`src/rtl/execute_pkg.sv`:
```
// Shared constants and types for the MIPS execute stage: opcodes, ALUOp
// encodings, sequencer states and operand helpers.
package execute_pkg;

    typedef enum logic [5:0] {
        OP_RTYPE = 6'b000000,
        OP_BEQ   = 6'b000100,
        OP_BNE   = 6'b000101,
        OP_ADDI  = 6'b001000
    } opcode_e;

    typedef enum logic [1:0] {
        ALU_BUBBLE = 2'b00,
        ALU_ADD    = 2'b01,
        ALU_DIV    = 2'b10,
        ALU_BRANCH = 2'b11
    } alu_op_e;

    typedef enum logic {
        ST_IDLE    = 1'b0,
        ST_DIV_RUN = 1'b1
    } state_e;

    // Two's-complement magnitude; 0x80000000 maps onto itself, which the
    // unsigned datapath then treats as 2^31.
    function automatic logic [31:0] mag32(input logic [31:0] v);
        return v[31] ? (32'd0 - v) : v;
    endfunction

endpackage

```
`src/rtl/execute_unit_if.sv`:
```
// ID/EX-facing bundle of the execute stage: decoded controls and operands in,
// write-back result, branch redirect and stall out.
interface execute_unit_if;
    logic        Flush;
    logic [5:0]  OpCode_in;
    logic [1:0]  ALUOp;
    logic        RegDst;
    logic        ALUSrc;
    logic [31:0] PC_Plus_4_in;
    logic [31:0] ReadData1_in;
    logic [31:0] ReadData2_in;
    logic [31:0] SignExtend_in;
    logic [4:0]  Rt_in;
    logic [31:0] Result;
    logic [4:0]  WriteReg;
    logic        RegWrite;
    logic        Valid;
    logic        BranchTaken;
    logic [31:0] BranchTarget;
    logic        DivByZero;
    logic        Stall;

    modport master (
        output Flush, OpCode_in, ALUOp, RegDst, ALUSrc, PC_Plus_4_in,
               ReadData1_in, ReadData2_in, SignExtend_in, Rt_in,
        input  Result, WriteReg, RegWrite, Valid, BranchTaken, BranchTarget,
               DivByZero, Stall
    );

    modport slave (
        input  Flush, OpCode_in, ALUOp, RegDst, ALUSrc, PC_Plus_4_in,
               ReadData1_in, ReadData2_in, SignExtend_in, Rt_in,
        output Result, WriteReg, RegWrite, Valid, BranchTaken, BranchTarget,
               DivByZero, Stall
    );
endinterface

```
`src/rtl/execute_divider.sv`:
```
// Iterative restoring divider, one quotient bit per cycle.
// EXECUTE_UNIT_SIGNED_DIV_EN selects truncating signed division, else unsigned.
module execute_divider
    import execute_pkg::*;
#(
    parameter int DIV_CYCLES = 32
) (
    input  logic        Clk,
    input  logic        Reset_n,
    input  logic        start,
    input  logic        run,
    input  logic [31:0] dividend,
    input  logic [31:0] divisor,
    output logic        last,
    output logic [31:0] quotient
);
    localparam int CNT_W = $clog2(DIV_CYCLES);

    logic [31:0]      rem_r;
    logic [31:0]      quo_r;
    logic [31:0]      dvs_r;
    logic [CNT_W-1:0] cnt_r;
    logic             neg_r;
    logic [32:0]      shifted_s;
    logic [32:0]      trial_s;
    logic [31:0]      rem_next_s;
    logic [31:0]      quo_next_s;
    logic [31:0]      dend_mag_s;
    logic [31:0]      dvs_mag_s;
    logic             neg_s;

`ifdef EXECUTE_UNIT_SIGNED_DIV_EN
    assign dend_mag_s = mag32(dividend);
    assign dvs_mag_s  = mag32(divisor);
    assign neg_s      = dividend[31] ^ divisor[31];
`else
    assign dend_mag_s = dividend;
    assign dvs_mag_s  = divisor;
    assign neg_s      = 1'b0;
`endif

    // One shift-subtract step; a borrow out of bit 32 means the trial failed
    always_comb begin
        shifted_s = {rem_r, quo_r[31]};
        trial_s   = shifted_s - {1'b0, dvs_r};
        if (trial_s[32]) begin
            rem_next_s = shifted_s[31:0];
            quo_next_s = {quo_r[30:0], 1'b0};
        end else begin
            rem_next_s = trial_s[31:0];
            quo_next_s = {quo_r[30:0], 1'b1};
        end
    end

    // The final quotient is taken from the step executing at count zero
    assign last     = (cnt_r == '0);
    assign quotient = neg_r ? (32'd0 - quo_next_s) : quo_next_s;

    // Operand latch on accept, then iterate while the sequencer is running
    always_ff @(posedge Clk or negedge Reset_n) begin
        if (!Reset_n) begin
            rem_r <= 32'd0;
            quo_r <= 32'd0;
            dvs_r <= 32'd0;
            cnt_r <= '0;
            neg_r <= 1'b0;
        end else if (start) begin
            rem_r <= 32'd0;
            quo_r <= dend_mag_s;
            dvs_r <= dvs_mag_s;
            neg_r <= neg_s;
            cnt_r <= CNT_W'(DIV_CYCLES - 1);
        end else if (run) begin
            rem_r <= rem_next_s;
            quo_r <= quo_next_s;
            if (cnt_r != '0) begin
                cnt_r <= cnt_r - CNT_W'(1);
            end
        end
    end

endmodule

```
`src/rtl/execute_unit.sv`:
```
// MIPS execute stage: addi ALU, beq/bne resolution and a stalling iterative
// divider. EXECUTE_UNIT_SIGNED_DIV_EN enables signed division.
module execute_unit
    import execute_pkg::*;
#(
    parameter int DIV_CYCLES = 32
) (
    input  logic          Clk,
    input  logic          Reset_n,
    execute_unit_if.slave eu
);
    state_e      state_r, state_n;
    logic [31:0] result_r, result_n;
    logic [4:0]  write_reg_r, write_reg_n;
    logic [31:0] target_r, target_n;
    logic [4:0]  div_dest_r, div_dest_n;
    logic        reg_write_r, reg_write_n;
    logic        valid_r, valid_n;
    logic        taken_r, taken_n;
    logic        div_zero_r, div_zero_n;
    logic        div_start_s;
    logic        div_run_s;
    logic        div_last_s;
    logic [31:0] div_quot_s;
    logic [4:0]  dest_s;
    logic [31:0] opb_s;
    logic        equal_s;
    logic        div_ok_s;

    assign dest_s    = eu.RegDst ? eu.SignExtend_in[15:11] : eu.Rt_in;
    assign opb_s     = eu.ALUSrc ? eu.SignExtend_in : eu.ReadData2_in;
    assign equal_s   = (eu.ReadData1_in == eu.ReadData2_in);
    assign div_ok_s  = (eu.ReadData2_in != 32'd0);
    assign div_run_s = (state_r == ST_DIV_RUN);

    execute_divider #(.DIV_CYCLES(DIV_CYCLES)) u_div (
        .Clk      (Clk),
        .Reset_n  (Reset_n),
        .start    (div_start_s),
        .run      (div_run_s),
        .dividend (eu.ReadData1_in),
        .divisor  (eu.ReadData2_in),
        .last     (div_last_s),
        .quotient (div_quot_s)
    );

    // Sequencer next state and next output values; Flush overrides everything
    always_comb begin
        state_n     = state_r;
        result_n    = result_r;
        write_reg_n = write_reg_r;
        target_n    = target_r;
        div_dest_n  = div_dest_r;
        reg_write_n = 1'b0;
        valid_n     = 1'b0;
        taken_n     = 1'b0;
        div_zero_n  = 1'b0;
        div_start_s = 1'b0;
        if (eu.Flush) begin
            state_n = ST_IDLE;
        end else begin
            case (state_r)
                ST_IDLE: begin
                    case (eu.ALUOp)
                        ALU_ADD: begin
                            result_n    = eu.ReadData1_in + opb_s;
                            write_reg_n = dest_s;
                            reg_write_n = 1'b1;
                            valid_n     = 1'b1;
                        end
                        ALU_BRANCH: begin
                            target_n = eu.PC_Plus_4_in + (eu.SignExtend_in << 2'd2);
                            valid_n  = 1'b1;
                            if (eu.OpCode_in == OP_BEQ) begin
                                taken_n = equal_s;
                            end else if (eu.OpCode_in == OP_BNE) begin
                                taken_n = !equal_s;
                            end else begin
                                taken_n = 1'b0;
                            end
                        end
                        ALU_DIV: begin
                            if (div_ok_s) begin
                                div_start_s = 1'b1;
                                div_dest_n  = dest_s;
                                state_n     = ST_DIV_RUN;
                            end else begin
                                result_n    = 32'hFFFF_FFFF;
                                write_reg_n = dest_s;
                                div_zero_n  = 1'b1;
                                reg_write_n = 1'b1;
                                valid_n     = 1'b1;
                            end
                        end
                        default: begin
                            state_n = ST_IDLE;
                        end
                    endcase
                end
                ST_DIV_RUN: begin
                    if (div_last_s) begin
                        result_n    = div_quot_s;
                        write_reg_n = div_dest_r;
                        reg_write_n = 1'b1;
                        valid_n     = 1'b1;
                        state_n     = ST_IDLE;
                    end else begin
                        state_n = ST_DIV_RUN;
                    end
                end
                default: begin
                    state_n = ST_IDLE;
                end
            endcase
        end
    end

    // State and EX/MEM-facing output registers
    always_ff @(posedge Clk or negedge Reset_n) begin
        if (!Reset_n) begin
            state_r     <= ST_IDLE;
            result_r    <= 32'd0;
            write_reg_r <= 5'd0;
            target_r    <= 32'd0;
            div_dest_r  <= 5'd0;
            reg_write_r <= 1'b0;
            valid_r     <= 1'b0;
            taken_r     <= 1'b0;
            div_zero_r  <= 1'b0;
        end else begin
            state_r     <= state_n;
            result_r    <= result_n;
            write_reg_r <= write_reg_n;
            target_r    <= target_n;
            div_dest_r  <= div_dest_n;
            reg_write_r <= reg_write_n;
            valid_r     <= valid_n;
            taken_r     <= taken_n;
            div_zero_r  <= div_zero_n;
        end
    end

    assign eu.Result       = result_r;
    assign eu.WriteReg     = write_reg_r;
    assign eu.RegWrite     = reg_write_r;
    assign eu.Valid        = valid_r;
    assign eu.BranchTaken  = taken_r;
    assign eu.BranchTarget = target_r;
    assign eu.DivByZero    = div_zero_r;
    // Upstream holds through the last iteration cycle minus one
    assign eu.Stall = !eu.Flush &&
                      (((state_r == ST_IDLE) && (eu.ALUOp == ALU_DIV) && div_ok_s) ||
                       ((state_r == ST_DIV_RUN) && !div_last_s));

endmodule

```
`src/flat_wrapper.sv`:
```
// flat-port wrapper written by rule: the top's interface ports become plain ports
module execute_unit_flat import execute_pkg::*;
#(
    parameter int DIV_CYCLES = 32
)
  (Clk, Reset_n, eu_Flush, eu_OpCode_in, eu_ALUOp, eu_RegDst, eu_ALUSrc, eu_PC_Plus_4_in, eu_ReadData1_in, eu_ReadData2_in, eu_SignExtend_in, eu_Rt_in, eu_Result, eu_WriteReg, eu_RegWrite, eu_Valid, eu_BranchTaken, eu_BranchTarget, eu_DivByZero, eu_Stall);
  execute_unit_if eu_i ();
  input  logic Clk;
  input  logic Reset_n;
  input wire logic [$bits(eu_i.Flush)-1:0] eu_Flush;
  input wire logic [$bits(eu_i.OpCode_in)-1:0] eu_OpCode_in;
  input wire logic [$bits(eu_i.ALUOp)-1:0] eu_ALUOp;
  input wire logic [$bits(eu_i.RegDst)-1:0] eu_RegDst;
  input wire logic [$bits(eu_i.ALUSrc)-1:0] eu_ALUSrc;
  input wire logic [$bits(eu_i.PC_Plus_4_in)-1:0] eu_PC_Plus_4_in;
  input wire logic [$bits(eu_i.ReadData1_in)-1:0] eu_ReadData1_in;
  input wire logic [$bits(eu_i.ReadData2_in)-1:0] eu_ReadData2_in;
  input wire logic [$bits(eu_i.SignExtend_in)-1:0] eu_SignExtend_in;
  input wire logic [$bits(eu_i.Rt_in)-1:0] eu_Rt_in;
  output wire logic [$bits(eu_i.Result)-1:0] eu_Result;
  output wire logic [$bits(eu_i.WriteReg)-1:0] eu_WriteReg;
  output wire logic [$bits(eu_i.RegWrite)-1:0] eu_RegWrite;
  output wire logic [$bits(eu_i.Valid)-1:0] eu_Valid;
  output wire logic [$bits(eu_i.BranchTaken)-1:0] eu_BranchTaken;
  output wire logic [$bits(eu_i.BranchTarget)-1:0] eu_BranchTarget;
  output wire logic [$bits(eu_i.DivByZero)-1:0] eu_DivByZero;
  output wire logic [$bits(eu_i.Stall)-1:0] eu_Stall;
  assign eu_i.Flush = eu_Flush;
  assign eu_i.OpCode_in = eu_OpCode_in;
  assign eu_i.ALUOp = eu_ALUOp;
  assign eu_i.RegDst = eu_RegDst;
  assign eu_i.ALUSrc = eu_ALUSrc;
  assign eu_i.PC_Plus_4_in = eu_PC_Plus_4_in;
  assign eu_i.ReadData1_in = eu_ReadData1_in;
  assign eu_i.ReadData2_in = eu_ReadData2_in;
  assign eu_i.SignExtend_in = eu_SignExtend_in;
  assign eu_i.Rt_in = eu_Rt_in;
  assign eu_Result = eu_i.Result;
  assign eu_WriteReg = eu_i.WriteReg;
  assign eu_RegWrite = eu_i.RegWrite;
  assign eu_Valid = eu_i.Valid;
  assign eu_BranchTaken = eu_i.BranchTaken;
  assign eu_BranchTarget = eu_i.BranchTarget;
  assign eu_DivByZero = eu_i.DivByZero;
  assign eu_Stall = eu_i.Stall;
  execute_unit #(.DIV_CYCLES(DIV_CYCLES)) u_core (.Clk(Clk), .Reset_n(Reset_n), .eu(eu_i));
endmodule
```
`config.mk`:
```
export PLATFORM = sky130hd
export DESIGN_NAME = execute_unit_flat
export DESIGN_NICKNAME = d
export VERILOG_FILES = /design/src/rtl/execute_pkg.sv /design/src/rtl/execute_unit_if.sv /design/src/rtl/execute_divider.sv /design/src/rtl/execute_unit.sv /design/src/flat_wrapper.sv
export SDC_FILE = /design/constraint.sdc
export NUM_CORES = 1
export LEC_CHECK = 0
export CELL_PAD_IN_SITES_DETAIL_PLACEMENT = 1
export CELL_PAD_IN_SITES_GLOBAL_PLACEMENT = 1
export CORE_UTILIZATION = 42
export CTS_BUF_LIST = sky130_fd_sc_hd__clkbuf_8
export DETAILED_ROUTE_END_ITERATION = 10
export GPL_TIMING_DRIVEN = 1
export PLACE_DENSITY = 0.91
export SLEW_MARGIN = 10
export SYNTH_ARGS = -nofsm -noshare
export SYNTH_HDL_FRONTEND = slang
export SYNTH_SLANG_ARGS = --single-unit
```
`constraint.sdc`:
```
create_clock -name Clk -period 4.3 [get_ports Clk]
set_input_delay 0.43 -clock Clk [delete_from_list [all_inputs] [get_ports Clk]]
set_output_delay 0.43 -clock Clk [all_outputs]
set_load 0.05 [all_outputs]
```
======== After elaboration in Yosys (flattened, before gate mapping) ========
Cells that the tools add are included.
word-level totals
  register bits after elaboration ......... 180
  latch bits .............................. 0
  RAM bits ................................ 0
  memory bits (read-only) ................. 0
  input port bits ......................... 146
  output and inout port bits .............. 74
  logic and storage cells ................. 88
  memories ................................ 0
cells by class
  add/subtract/negate cells ............... 4
  multipliers ............................. 0
  divide/modulo/power cells ............... 0
  magnitude comparators ................... 0
  equality and inequality tests ........... 9
  shift-type cells ........................ 0
  mux-type cells .......................... 42
  bitwise operators ....................... 2
  reductions and logical operators ........ 18
operators by type and width
  operator                                             count
  two-way mux 32 bit                                   8
  one-hot mux 32 bit (2 select lines)                  2
  adder 32 bit                                         2
  subtractor 33 x 32 -> 33 bit                         1
  equality test 32 bit                                 1
  nonzero test 32 bit                                  1
  two-way mux 5 bit                                    6
  one-hot mux 5 bit (2 select lines)                   2
  two-way mux 1 bit                                    19
  equality test 6 x 3 -> 1 bit, second input constant  2
  one-hot mux 1 bit (2 select lines)                   5
  AND reduction 4 bit                                  2
  inequality test 3 bit, second input constant         2
  logical NOT 5 bit                                    1
  nonzero test 5 bit                                   1
  subtractor 5 x 1 -> 5 bit, second input constant     1
  equality test 2 bit, second input constant           2
  logical AND 1 bit                                    4
  nonzero test 2 bit                                   2
  logical NOT 1 bit                                    3
  AND reduction 3 bit                                  1
  equality test 2 x 1 -> 1 bit, second input constant  1
  inequality test 2 bit, second input constant         1
  NOT 1 bit                                            2
  3 further kinds                                      3

======== Longest topological paths before layout ========
  depth in word-level cells ............... 7
  mapped depth ............................ 14

======== Cells and area by module ========
From an unflattened synthesis, not the netlist that was laid out.
second synthesis, totals
  cells, all modules ...................... 1,608
  area, all modules ....................... 13,701.9 um^2
by module, submodules not included
  module           times used  cells each  area an instance (um^2)
  execute_unit     1           854         7,166.9
  execute_divider  1           754         6,535.0

======== Worst setup path before layout ========
Ideal clock, no wire load.
  path type ............................... input-to-reg
  from .................................... input port eu_ALUSrc
  to ...................................... register u_core.result_r[28], in the netlist u_core.eu.Result[28]
  library setup time ...................... 0.124 ns
  arrival time ............................ 3.735 ns
  data required time ...................... 4.176 ns
  slack ................................... 0.441 ns
  stages on the path ...................... 13
  buffers on the path ..................... 2
  cells stage by stage .................... clkbuf_1 -> clkbuf_1 -> mux2_2 -> fa_1 -> a21o_1 -> a311oi_1 -> o21ai_1 -> and3_1 -> o32a_1 -> a21o_1 -> a41oi_1 -> nor4_1 -> a211o_1
between the ends
  longest elaborated chain between the ends .. 4
ends and longest elaborated chain
  what                                 line                 source
  start: declaration                   flat_wrapper.sv:14   input wire logic [$bits(eu_i.ALUSrc)-1:0] eu_ALUSrc;
  two-way mux 32 bit                   execute_unit.sv:31   assign opb_s = eu.ALUSrc ? eu.SignExtend_in : eu.ReadData2_in;
  adder 32 bit                         execute_unit.sv:66   result_n = eu.ReadData1_in + opb_s;
  one-hot mux 32 bit (2 select lines)  execute_unit.sv:64   case (eu.ALUOp)
  one-hot mux 32 bit (2 select lines)  execute_unit.sv:62   case (state_r)
  end signal: assignment               execute_unit.sv:132  result_r <= result_n;
  end: declaration                     execute_unit.sv:13   logic [31:0] result_r, result_n;
No other way between the ends.
A chain may end at the register's enable or synchronous reset.

======== Worst setup path in the final report ========
  from .................................... register u_core.u_div.quo_r[31]
  to ...................................... register u_core.u_div.rem_r[15]
between the ends
  longest elaborated chain between the ends .. 4
ends and longest elaborated chain
  what                          line                   source
  start: declaration            execute_divider.sv:20  logic [31:0] quo_r;
  start signal: assignment      execute_divider.sv:69  quo_r <= dend_mag_s;
  start signal: assignment      execute_divider.sv:75  quo_r <= quo_next_s;
  subtractor 33 x 32 -> 33 bit  execute_divider.sv:45  trial_s = shifted_s - {1'b0, dvs_r};
  two-way mux 32 bit            execute_divider.sv:46  if (trial_s[32]) begin
  two-way mux 32 bit            execute_divider.sv:73  end else if (run) begin
  two-way mux 32 bit            execute_divider.sv:67  end else if (start) begin
  end signal: assignment        execute_divider.sv:74  rem_r <= rem_next_s;
  end: declaration              execute_divider.sv:19  logic [31:0] rem_r;
No other way between the ends. The select of a mux whose other input is x is not followed.

==> run_results.csv <==
group,metric,value,unit
status,outcome,"complete, but fails checks",
status,violations,"DRC",
finish,multi_input_area,8190,um^2
synthesis,synth_edf_count,0,
route,vias_per_cell,6.16,
floorplanning,core,30700,um^2
clocking,htree_levels,4,
synthesis,ys.flop_type,"dfrtp_1",
floorplanning,start_util,42.8,%
worst_hold_path,hp-class,"input pin to register",
finish,nets,1979,
setup_path,cpPeakStageDelay,460,ps
clocking,cts_root_buf,"clkbuf_8",
sta,fin_crit_sh,91.4,%
route,final_antenna_net_count,0,
sta,max_freq,254,MHz
setup_path,r2r-start,"u_core.u_div.quo_r[31]",
synthesis,ys_seq_area_share,34.2,%
finish,layout_commonest_cell,"nand2_1",
sta,min_period,3930,ps
pwr,cellPowerDensity,544,nW/um^2
setup_path,crit_path_end_kind,"register",
worst_hold_path,holdPathStages,3,
grt,grt_overflow_total,0,
setup_path,crit_path_top_delay_cell,"dfrtp_1",
setup_path,crit_cells,14,
floorplanning,rows,64,
placed_design,dp_hpwl,38600,um
setup_path,crit_required,4640,ps
pwr,ir_drop,255,uV
setup_path,critPathKind,"register to register",
grt,antenna_found_initial,0,
setup_path,reg2reg_slack,370,ps
synthesis,synth_nets,1762,
finish,drive_above_1_share,8.25,%
placed_design,place_area,16000,um^2
finish,regArea,4510,um^2
synthesis,syn_area_per_cell,8.69,um^2
route,drc,26,
grt,grt_pass1_wl,77400,um
sta,worst_clock_skew,17.4,ps
clocking,clock_latency,500,ps
finish,syn2layout_area_growth,24.9,%
sta,final_max_slew_viol_count,0,
sta,hold_violations,0,
worst_hold_path,hold_end,"u_core.eu.BranchTarget[1]",
sta,fin_setup_tns,0,ps
floorplanning,fp.dieW,179,um
setup_path,crit_chain,"inv_1, ha_1, inv_1, fa_1, a211oi_1, o31ai_4, o2111ai_1, a21oi_2, a2111oi_2, o211ai_1, nand3_4, buf_4, mux2i_1, o22ai_1",
synthesis,ys_ff_latch,180,
route,wl_per_cell,23.7,um
finish,most-common-layout-cells,"nand2_1, clkdlybuf4s50_1, dfrtp_1",
route,wl,50700,um
placed_design,port_buffers,219,
sta,worstMarginPinSlew,873,ps
grt,grt_use_total,31.8,%
pwr,total_power,8.95,mW
route,first_pass_iters,8,
clocking,cts-buffers-inserted,17,
clocking,cts.sinks,180,
setup_path,r2r-end,"u_core.u_div.rem_r[15]",
finish,fin_area,16400,um^2
synthesis,syn_inst,1515,
pwr,p_leak,7.34,nW
finish,fillers,3617,
setup_path,reg2reg_depth,14,
setup_path,cpMostUsedCell,"inv_1",
floorplanning,pin_count,220,
synthesis,synth_async_sr_flop_share,100,%
sta,rsz0062_at_grt,"false",
clocking,clock_path_buffers,2,
clocking,clkSlewWorstSetupHoldPaths,110,ps
worst_hold_path,min_from,"eu_PC_Plus_4_in[1]",
placed_design,globalplace.congestion,0.959,
clocking,cts_tree,"done",
setup_path,critPathMaxFanout,9,
setup_path,critPathLaunchType,"register",
synthesis,yosys.cell_types.count,78,
finish,diodes,0,
route,drt_iter0_drc,950,
floorplanning,die_h,179,um
setup_path,timing.critical_path.buf_inv,3,
sta,slew_headroom,41.8,%
floorplanning,die_area,32100,um^2
synthesis,synthesis.area,13200,um^2
run,max_cap_viol_count,0,
synthesis,yosysWarnings,0,
setup_path,cp_data_arrival_time,4270,ps
route,vias,13200,
sta,setup_violations,0,
setup_path,critPathTopFamily,"compound AO/OA/AOI/OAI gates",
grt,grt_max_degree,80,
grt,grt_pass1_vias,13900,
-- tightest hold or removal path, cell delays in order --
cell and delay [ps]:
clkdlybuf4s50_1 400, nand2_1 60, nand2_1 50
-- cells by family (layout without fill, tap and decap cells) --
logic type | Yosys count | in the layout | share of synthesized area (%)
AOI/OAI and AO/OA | 472 | 472 | 23.7
and+or+nand+nor | 462 | 462 | 16.2
DFF | 180 | 180 | 34.2
buffers and inverters | 126 | 356 | 3.75
xor gates and xnor gates | 113 | 113 | 7.52
adders and majority gates | 101 | 101 | 9.77
muxes | 61 | 61 | 4.93
-- repair_timing --
| item | CTS | global route |
|---|---|---|
| setup endpoints to repair | 0 | 0 |
| resized for setup | 0 | 0 |
| setup buffers | 0 | 0 |
| endpoints found under the hold margin | 65 | 0 |
| hold buffers | 1 | 0 |
-- registers in the layout, indices dropped and copies added, names as in the netlist --
register	count
u_core.eu.BranchTarget	32
u_core.eu.Result	32
u_core.u_div.dvs_r	32
u_core.u_div.quo_r	32
u_core.u_div.rem_r	32
u_core.div_dest_r	5
u_core.eu.WriteReg	5
u_core.u_div.cnt_r	5
u_core.div_run_s	1
u_core.eu.BranchTaken	1
u_core.eu.DivByZero	1
u_core.eu.RegWrite	1
u_core.eu.Valid	1
-- metrics by stage --
| stage | setup slack, ps | instances | util (%) | hold WS (ps) |
|---|---|---|---|---|
| final | 368 | 2141 | 53.5 | 470 |
| after global routing | 116 | 2141 | 53.5 | 459 |
| after CTS | 371 | 2141 | 53.5 | 440 |
| after detailed placement | -98.3 | 2108 | 52.0 | 462 |
| after global placement | -5.31 | 2108 | 52.0 | 450 |
| after floorplan | 441 | 1515 | - | 134 |
-- final cells by class --
cell class	instances	area share (%)
tap	396	3.01
inverter	54	1.23
timing repair buffer	270	15.8
sequential	180	27.4
multi-input combinational	1209	49.8
clock buffer	18	1.51
clock inverter	14	1.23
-- report_power, final --
part / leakage (nW) / switching [mW] / internal, mW
Clock: 0.231 / 0.722 / 0.661
Combinational: 4.88 / 3.05 / 1.99
Sequential: 2.23 / 0.361 / 2.17
Total: 7.34 / 4.13 / 4.82
-- worst max path at each step --
stage                                 from                     end  slack [ps]
finish              u_core.u_div.quo_r[31]  u_core.u_div.rem_r[15]         370
global route        u_core.u_div.quo_r[31]   u_core.u_div.rem_r[8]         120
CTS                 u_core.u_div.quo_r[31]   u_core.u_div.rem_r[8]         370
detailed placement               eu_ALUSrc    u_core.eu.Result[27]        -100
global placement                 eu_ALUSrc    u_core.eu.Result[28]          -5
floorplan                        eu_ALUSrc    u_core.eu.Result[28]         440
-- synthesized netlist by cell type, drive strengths merged (5+ instances only) --
cell / count / share of area (%)
clkbuf: 61 / 1.7
a31o: 5 / 0.33
o31ai: 6 / 0.45
o41ai: 5 / 0.56
a31oi: 10 / 0.48
o221ai: 10 / 0.67
nand2b: 6 / 0.29
nand4: 15 / 0.71
ha: 98 / 9.3
a22oi: 18 / 1.0
xor2: 68 / 4.5
a221o: 11 / 0.84
dfrtp: 180 / 34
o21ai: 142 / 5.4
nor4b: 5 / 0.33
and3: 11 / 0.52
nor2b: 11 / 0.52
mux2: 31 / 2.7
o211ai: 9 / 0.51
a21oi: 97 / 3.7
inv: 54 / 1.5
a21o: 53 / 3.0
o21bai: 10 / 0.57
nand3: 34 / 1.4
nand2: 235 / 6.7
o22ai: 25 / 1.2
and2: 14 / 0.67
a211oi: 7 / 0.40
o32a: 10 / 0.76
xnor2: 45 / 3.0
buf: 11 / 0.48
nor4: 20 / 0.95
o21a: 21 / 1.2
nor2: 71 / 2.0
mux2i: 30 / 2.3
nor3: 16 / 0.61
-- layer usage --
| metal | GRT usage (%) | vias up | part of all wire, % |
|---|---|---|---|
| met3 | 4.94 | 153 | 5.8 |
| met5 | 0 | - | 0 |
| met4 | 15.3 | 0 | 4.7 |
| met1 | 40.3 | 6606 | 42 |
| met2 | 52.6 | 514 | 47 |
| li1 | - | 5918 | - |
(Power assumes the default switching activity.)
